`src/rtl/fifo_drain.sv`:
```
// fifo_drain
//   Read-side consumer for the synchronous Fifo block. It pops words through
//   the FIFO read interface, absorbs the memory read latency and presents the
//   words downstream as a valid/ready stream through a 2-entry output buffer.
//   A flush command discards the buffer and drains the FIFO.
//
// Parameters
//   WIDTH_BYTES : word width in bytes (must match the FIFO)
//   SHOWAHEAD   : 0 = read data valid the cycle after the pop request,
//                 1 = read data valid in the same cycle as the pop request
//
// Ports
//   clk                 : clock, all state changes on the rising edge
//   reset               : asynchronous active-low reset
//   fifo_empty_in       : FIFO empty flag
//   fifo_read_out       : FIFO pop request
//   fifo_read_data_in   : FIFO read data
//   out_valid_out       : head buffer entry valid
//   out_data_out        : head buffer entry
//   out_ready_in        : sink accepts the head word this cycle
//   flush_in            : one-cycle request to discard buffer and drain FIFO
//   flush_done_out      : one-cycle pulse when the flush completes
//   delivered_count_out : words accepted by the sink, wraps at 2^16
//   debugen_in          : enables the cycle trace (debug build only)
//
// Build option
//   FIFO_DRAIN_DEBUG_EN : when defined, adds a per-cycle trace gated by
//                         debugen_in and a buffer overflow check.

module fifo_drain #(
  parameter int WIDTH_BYTES = 4,
  parameter int SHOWAHEAD   = 0
) (
  input  logic                     clk,
  input  logic                     reset,
  input  logic                     fifo_empty_in,
  output logic                     fifo_read_out,
  input  logic [WIDTH_BYTES*8-1:0] fifo_read_data_in,
  output logic                     out_valid_out,
  output logic [WIDTH_BYTES*8-1:0] out_data_out,
  input  logic                     out_ready_in,
  input  logic                     flush_in,
  output logic                     flush_done_out,
  output logic [15:0]              delivered_count_out,
  input  logic                     debugen_in
);

  localparam int W = WIDTH_BYTES * 8;

  typedef enum logic {
    RUN   = 1'b0,
    FLUSH = 1'b1
  } state_t;

  state_t         state;
  state_t         state_next;
  logic [1:0]     occ;
  logic [1:0]     occ_next;
  logic           inflight;
  logic           inflight_next;
  logic [W-1:0]   entry0;
  logic [W-1:0]   entry1;
  logic [W-1:0]   entry0_next;
  logic [W-1:0]   entry1_next;
  logic           flush_done;
  logic           done_next;
  logic [15:0]    count;
  logic           pop;
  logic           capture;
  logic           read_req;
  logic [2:0]     space;
  logic [1:0]     slot;

  // Next-state, pop request and capture decisions. Free space counts the
  // word already requested but not yet returned, so the buffer can never be
  // over-subscribed; a pop this cycle frees a slot in time for a new request.
  always_comb begin
    state_next    = state;
    done_next     = 1'b0;
    read_req      = 1'b0;
    capture       = 1'b0;
    pop           = (state == RUN) && (occ != 2'd0) && out_ready_in;
    space         = 3'd2 - {1'b0, occ} - {2'b00, inflight} + {2'b00, pop};
    case (state)
      RUN: begin
        read_req = !fifo_empty_in && (space != 3'd0);
        capture  = (SHOWAHEAD != 0) ? read_req : inflight;
        if (flush_in) begin
          state_next = FLUSH;
        end
      end
      FLUSH: begin
        // Returned words are discarded; only wait for the FIFO to run dry
        // and for any outstanding read to come back.
        read_req = !fifo_empty_in;
        if (fifo_empty_in && !inflight) begin
          state_next = RUN;
          done_next  = 1'b1;
        end
      end
      default: begin
        state_next = RUN;
      end
    endcase
    inflight_next = (SHOWAHEAD != 0) ? 1'b0 : read_req;
  end

  // Output buffer update: shift on pop, then drop a captured word into the
  // first free slot after the shift. Entering FLUSH discards the buffer.
  always_comb begin
    entry0_next = entry0;
    entry1_next = entry1;
    slot        = occ - {1'b0, pop};
    if (pop) begin
      entry0_next = entry1;
    end
    if (capture) begin
      if (slot == 2'd0) begin
        entry0_next = fifo_read_data_in;
      end else begin
        entry1_next = fifo_read_data_in;
      end
    end
    occ_next = occ + {1'b0, capture} - {1'b0, pop};
    if ((state == RUN) && flush_in) begin
      occ_next = 2'd0;
    end
  end

  // State, buffer, flush-done pulse and delivered counter registers.
  always_ff @(posedge clk or negedge reset) begin
    if (!reset) begin
      state      <= RUN;
      occ        <= 2'd0;
      inflight   <= 1'b0;
      entry0     <= '0;
      entry1     <= '0;
      flush_done <= 1'b0;
      count      <= 16'd0;
    end else begin
      state      <= state_next;
      occ        <= occ_next;
      inflight   <= inflight_next;
      entry0     <= entry0_next;
      entry1     <= entry1_next;
      flush_done <= done_next;
      count      <= count + {15'd0, pop};
    end
  end

  // The pop request is gated by reset so the FIFO never advances while
  // this block is held in reset.
  assign fifo_read_out       = read_req && reset;
  assign out_valid_out       = (state == RUN) && (occ != 2'd0);
  assign out_data_out        = entry0;
  assign flush_done_out      = flush_done;
  assign delivered_count_out = count;

`ifdef FIFO_DRAIN_DEBUG_EN
  // Cycle trace and overflow guard for bring-up.
  always @(posedge clk) begin
    if (reset) begin
      if (debugen_in) begin
        $write("%m: state=%s occ=%0d inflight=%0b read=%0b pop=%0b data=0x%h\n",
               state.name(), occ, inflight, fifo_read_out, pop, out_data_out);
      end
      if (capture && (occ == 2'd2) && !pop) begin
        $display("%m: buffer overflow");
        $finish;
      end
    end
  end
`else
  logic unused_debugen;
  assign unused_debugen = debugen_in;
`endif

endmodule
```
`config.mk`:
```
export PLATFORM = sky130hd
export DESIGN_NAME = fifo_drain
export DESIGN_NICKNAME = d
export VERILOG_FILES = /design/src/rtl/fifo_drain.sv
export SDC_FILE = /design/constraint.sdc
export NUM_CORES = 1
export LEC_CHECK = 0
export ABC_CLOCK_PERIOD_IN_PS = 3740
export BUFFER_PORTS_ARGS = -buffer_cell sky130_fd_sc_hd__buf_4
export CORE_UTILIZATION = 50
export CTS_CLUSTER_SIZE = 40
export DETAILED_ROUTE_END_ITERATION = 8
export PLACE_DENSITY = 0.74
export SYNTH_ARGS = -nofsm -noshare
export SYNTH_HDL_FRONTEND = slang
export SYNTH_SLANG_ARGS = --single-unit
```
`constraint.sdc`:
```
create_clock -name clk -period 3.74 [get_ports clk]
set_clock_uncertainty 0.15 [all_clocks]
set_input_delay 0.748 -clock clk [delete_from_list [all_inputs] [get_ports clk]]
set_output_delay 0.748 -clock clk [all_outputs]
set_load 0.03 [all_outputs]
```
==> impl_metrics.csv, run 1 <==
group,metric,value,unit
worst_setup_path,crit_arrival,2.43,ns
layout,nets,462,
pwr,ir_drop,0.361,mV
route,routed_via_density,5.88,
worst_setup_path,cp_max_fo,6,
yosys,synthCells,345,
cts,cts_buffers,9,
worst_setup_path,start_kind,"register",
die,start_util,52.1,%
route,vias,3088,
worst_setup_path,crit_required,2.84,ns
die,pin_count,89,
cts,cts_tree,"built",
yosys,ys_top_cells_by_area,"dfrtp_1 (52%), a31oi_2 (9.2%), mux2_2 (8.9%)",
layout,syn2layout_area_growth,20.9,%
flow_run,maxCapViolations,0,
route,firstDrtPassIters,4,
sta,maxSlewHeadroom,30.1,%
yosys,synth_top_area_share,52.3,%
die,row_count,32,
yosys,syn_area,4060,um2
worst_setup_path,crit_chain,"o21bai_2 > inv_2 > nand2_1 > fa_1 > ha_1 > nor4bb_1 > nor2_1 > and2_1 > buf_4",
sta,grt_setup_unrepaired,"no",
global_routing,grt_max_degree,86,
pwr,power_density,799,nW/um2
placed_design,place_congestion,0.787,
global_routing,antenna_found_initial,0,
die,core,7810,um2
worst_setup_path,critPathTopFamily,"adder cells",
yosys,yosysWarnings,0,
yosys,ys_seq_elements,85,
worst_setup_path,worst-setup-path-type,"reg -> out",
global_routing,overflow,0,
sta,setup_viol,0,
status,outcome,"complete, no violations",
sta,fin_setup_tns,0,ns
sta,max_clock_freq,301,MHz
cts,cts.sinks,85,
cts,htreeDepth,3,
layout,final_common_cell,"buf_4",
sta,finalHoldViolations,0,
layout,final_cell_mix,"buf_4 (93), dfrtp_1 (85), nand3_1 (41)",
route,drt_wl_total,9730,um
layout,layout-drive-gt1-share,42.3,%
cts,root_buffer,"clkbuf_8",
worst_setup_path,end_kind,"output pin",
cts,postCtsSetupBuffers,0,
sta,tightestPinTransition,1.05,ns
global_routing,grt_pass1_wl,15800,um
placed_design,io_buffers,87,
min_path,hold_class,"reg -> reg",
cts,clk_latency,0.35,ns
global_routing,grt_pass1_vias,3159,
die,die_w,92.2,um
yosys,yosysUniqueCellTypes,33,
yosys,ys_seq_area_share,52.3,%
die,die_y,92.2,um
placed_design,dp_hpwl,5880,um
yosys,syn-num-nets,389,
cts,ctsResizeCount,0,
worst_setup_path,worstPathBufferInverterCount,2,
yosys,synth_area_per_cell,11.8,um2
worst_setup_path,slowest_stage,"dfrtp_1",
global_routing,grtUsageTotal,23.9,%
sta,min_period,3.33,ns
yosys,yosys.area.top_type,"dfrtp_1",
route,wl_per_cell,18.5,um
route,drc,0,
cts,cts.reportedPaths.clkPinSlew,0.09,ns
route,ant_nets,0,
route,drt_iter0_drc,159,
cts,cts_hold_buf,0,
worst_setup_path,cpPeakStageDelay,0.44,ns
cts,cts.path.max_buffers,2,
layout,diodes,0,
layout,fin_util,62.9,%
die,dieArea,8490,um2
pwr,p_leak,2.10,nW
sta,drv_slew,0,
sta,fin_crit_sh,88.9,%
path summary, 6_finish.rpt:
| path | endpoint | slack, ns | cells after the start | start |
|---|---|---|---|---|
| setup / recovery | fifo_read_out | 0.41 | 9 | state |
| hold / removal | delivered_count_out[15] | 0.33 | 1 | delivered_count_out[15] |
| setup reg to reg | out_data_out[27] | 1.40 | 3 | state |
| hold reg to reg | delivered_count_out[15] | 0.33 | 1 | delivered_count_out[15] |
| max in group asynchronous | out_data_out[28] | 2.24 | 2 | reset |
| min in group asynchronous | delivered_count_out[15] | 0.53 | 2 | reset |
power breakdown:
group	internal (mW)	switching, mW	leakage, nW
Sequential	1.31	0.240	1.03
Combinational	0.759	1.03	0.979
Clock	0.257	0.333	0.0880
Total	2.33	1.60	2.10
cell usage after synthesis:
cell      instances
nor4bb_1          1
mux2_2           32
o21ai_1           2
nor3_1            4
dfrtp_1          85
a31oi_2          30
nand2b_4          1
o21ai_0          30
buf_2             2
fa_1              1
inv_2             2
nand4_1           3
buf_6             3
and3_1            1
and2_1            3
ha_1              5
nand2_1           4
o21bai_2          1
o21bai_1          1
buf_4             4
buf_1             3
inv_1             4
nor2_1            5
buf_8             3
nor4_1           36
xnor2_1           8
nand3_1          41
xor2_1            8
or3_1             1
nor2b_1           1
a31oi_1           2
nand2b_1          1
clkbuf_1         17
state kept, by name (all words and copies together) (netlist names):
signal	flops
state	1
occ	2
entry1	32
flush_done_out	1
delivered_count_out	16
inflight	1
out_data_out	32
worst register-to-register path: stages, from the launching register on:
cell,delay [ns]
dfrtp_1,0.44
nand2b_4,0.37
or3_2,0.98
a31oi_2,0.31
area by class of cell:
| type | instances | area [um2] |
|---|---|---|
| Clock buffer | 10 | 138 |
| Fill cell | 615 | 2900 |
| Inverter | 6 | 22.5 |
| Clock inverter | 6 | 38.8 |
| Sequential cell | 85 | 2130 |
| Timing Repair Buffer | 94 | 718 |
| Multi-Input combinational cell | 222 | 1740 |
| Tap cell | 102 | 128 |
stage by stage:
stage          area, um2  worst slack, ns  instances  hold WS, ns  power (mW)
6_report            4910            0.415        525        0.330        3.93
3_5_place_dp        4740            0.658        509        0.316        3.36
5_1_grt             4910            0.282        525        0.358        4.13
4_1_cts             4910            0.415        525        0.329        3.95
3_3_place_gp        4740            0.687        509        0.308        3.29
2_1_floorplan       4060            0.439        345        0.302        2.76
metal layers:
layer	up-vias	track usage, %	routed length, um
li1	1421	-	-
met4	0	6.51	105
met1	1574	32.4	4440
met5	-	0	0
met3	10	4.64	506
met2	83	39.4	4680
kinds of logic after synthesis:
logic type	after synthesis	synth area share, %
AOI/OAI and AO/OA	66	13.9
xor gates and xnor gates	16	3.45
adders and majority gates	6	2.03
buffers and inverters	38	5.33
DFF	85	52.3
muxes	32	8.87
and+or+nand+nor	102	14.0
(Power assumes the default switching activity.)
==> run 2: changes to the inputs <==
ABC_AREA = 1   (was unset)
PLACE_DENSITY = 0.75   (was 0.74)
==> impl_metrics.csv, run 2 <==
group,metric,value,unit
status,outcome,"complete, no violations",
worst_setup_path,start_kind,"register",
sta,finalHoldViolations,0,
cts,cts_hold_buf,0,
worst_setup_path,startpoint,"occ[1]",
yosys,syn-num-nets,525,
placed_design,place_congestion,0.789,
placed_design,io_buffers,87,
route,routed_via_density,5.00,
layout,final-instance-count-excl-fill,670,
die,start_util,52.7,%
yosys,yosysWarnings,0,
cts,cts_tree,"built",
worst_setup_path,r2r_start,"occ[1]",
yosys,yosys.area.top_type,"dfrtp_1",
route,firstDrtPassIters,4,
cts,clk_latency,0.35,ns
pwr,p_leak,2.55,nW
worst_setup_path,end_kind,"output pin",
global_routing,antenna_found_initial,0,
cts,ctsResizeCount,0,
pwr,power_density,775,nW/um2
die,row_count,31,
route,ant_nets,0,
cts,cts.sinks,85,
yosys,synth_commonest_cells,"nand2_1 (177), dfrtp_1 (85), nor2_1 (60), o21ai_0 (52), inv_1 (35)",
yosys,synthFlopType,"dfrtp_1",
global_routing,grt_max_degree,51,
layout,diodes,0,
sta,whs,0.346,ns
sta,tightestPinTransition,0.611,ns
worst_setup_path,cp_max_fo,18,
yosys,synthCells,481,
cts,cts_buffers,9,
sta,min_period,3.42,ns
flow_run,maxCapViolations,0,
die,dieArea,8120,um2
yosys,async_flop_share,100,%
route,vias,3350,
global_routing,grt_pass1_wl,14900,um
yosys,synth_top_area_share,54.8,%
worst_setup_path,reg2regPathDepth,12,
sta,maxSlewHeadroom,59.1,%
sta,setup_viol,0,
layout,stdcell_area,4800,um2
route,drt_wl_total,8770,um
sta,fin_setup_tns,0,ns
placed_design,dpl_cell_area,4610,um2
placed_design,preCtsSetupSlack,0.594,ns
cts,postCtsSetupBuffers,0,
worst_setup_path,worst_r2r_endpoint,"delivered_count_out[12]",
placed_design,placed_cells,654,
worst_setup_path,crit_arrival,2.52,ns
layout,syn2layout_area_growth,23.6,%
layout,layout-drive-gt1-share,20.7,%
route,drc,0,
global_routing,overflow,0,
yosys,ys_top_cells_by_area,"dfrtp_1 (55%), nand2_1 (17%), o21ai_0 (6.7%)",
cts,root_buffer,"clkbuf_8",
placed_design,dp_hpwl,5820,um
die,core,7370,um2
global_routing,grtUsageTotal,23.1,%
sta,drv_slew,0,
yosys,synth-edff-count,0,
die,die_w,90.1,um
yosys,syn_area,3880,um2
die,pin_count,89,
die,die_y,90.1,um
global_routing,grt_pass1_vias,3195,
yosys,yosysMostFrequentCell,"nand2_1",
sta,fin_crit_sh,91.4,%
yosys,ys_seq_area_share,54.8,%
layout,nets,610,
worst_setup_path,crit_required,2.84,ns
yosys,synth_area_per_cell,8.07,um2
min_path,hold_class,"in -> async",
worst_setup_path,worst-setup-path-type,"reg -> out",
route,wl_per_cell,13.1,um
cts,cts.reportedPaths.clkPinSlew,0.09,ns
cts,cts.path.max_buffers,2,
yosys,yosysUniqueCellTypes,26,
layout,fillCellCount,675,
yosys,ys_seq_elements,85,
route,drt_iter0_drc,147,
sta,grt_setup_unrepaired,"no",
pwr,ir_drop,0.423,mV
worst_setup_path,rrSetupSlack,0.88,ns
layout,final_cell_mix,"nand2_1 (177), buf_4 (94), dfrtp_1 (85)",
layout,final_common_cell,"nand2_1",
cts,htreeDepth,3,
sta,setup_slack,0.323,ns
sta,max_clock_freq,293,MHz
[run 2: worst max path at each step]
stage / end / cells past startpoint
2_1_floorplan: fifo_read_out / 9
3_3_place_gp: fifo_read_out / 10
3_5_place_dp: fifo_read_out / 10
4_1_cts: fifo_read_out / 9
5_1_grt: fifo_read_out / 9
6_report: fifo_read_out / 9
[run 2: final cells by class]
type	instances	area (um2)	area share [%]
Sequential cell	85	2130	44.3
Multi-Input combinational cell	340	1520	31.7
Timing Repair Buffer	94	706	14.7
Clock buffer	11	151	3.15
Inverter	36	135	2.82
Tap cell	99	124	2.58
Clock inverter	5	33.8	0.704
[run 2: through the flow]
stage                     utilization, %  total power, mW
after floorplan                        -             2.56
after global placement              62.6             3.07
after detailed placement            62.6             3.13
after CTS                           65.1             3.75
after global routing                65.1             3.99
final                               65.1             3.72
[run 2: worst max-delay path: stages (launching register included)]
cell and delay [ns]:
dfrtp_1 0.39, inv_1 0.11, nand2_2 0.31, nand2_1 0.15, fa_1 0.39, ha_1 0.29
nand3b_1 0.09, o21ai_0 0.21, nor2_1 0.07, buf_4 0.17
[run 2: report_power, final]
group	switching [mW]	internal, mW	leakage [nW]
Clock	0.334	0.278	0.0917
Sequential	0.194	1.30	1.06
Combinational	1.05	0.563	1.40
[run 2: cell families after synthesis]
kind of cell / after synthesis / share of synthesized area, %
fa+ha+maj: 6 / 2.13
xor+xnor: 9 / 2.03
simple gates: 270 / 27.7
buf+inv: 56 / 6.15
flops: 85 / 54.8
compound gates: 55 / 7.18
[run 2: per-layer routing]
metal  up-vias  GRT usage (%)  share of wire [%]  wire [um]
li1       1660              -                  -          -
met1      1568           30.4                 44       3890
met2       112           37.9                 48       4240
met3        10           3.89                5.8        512
met4         0           10.1                1.4        127
met5         -              0                  0          0
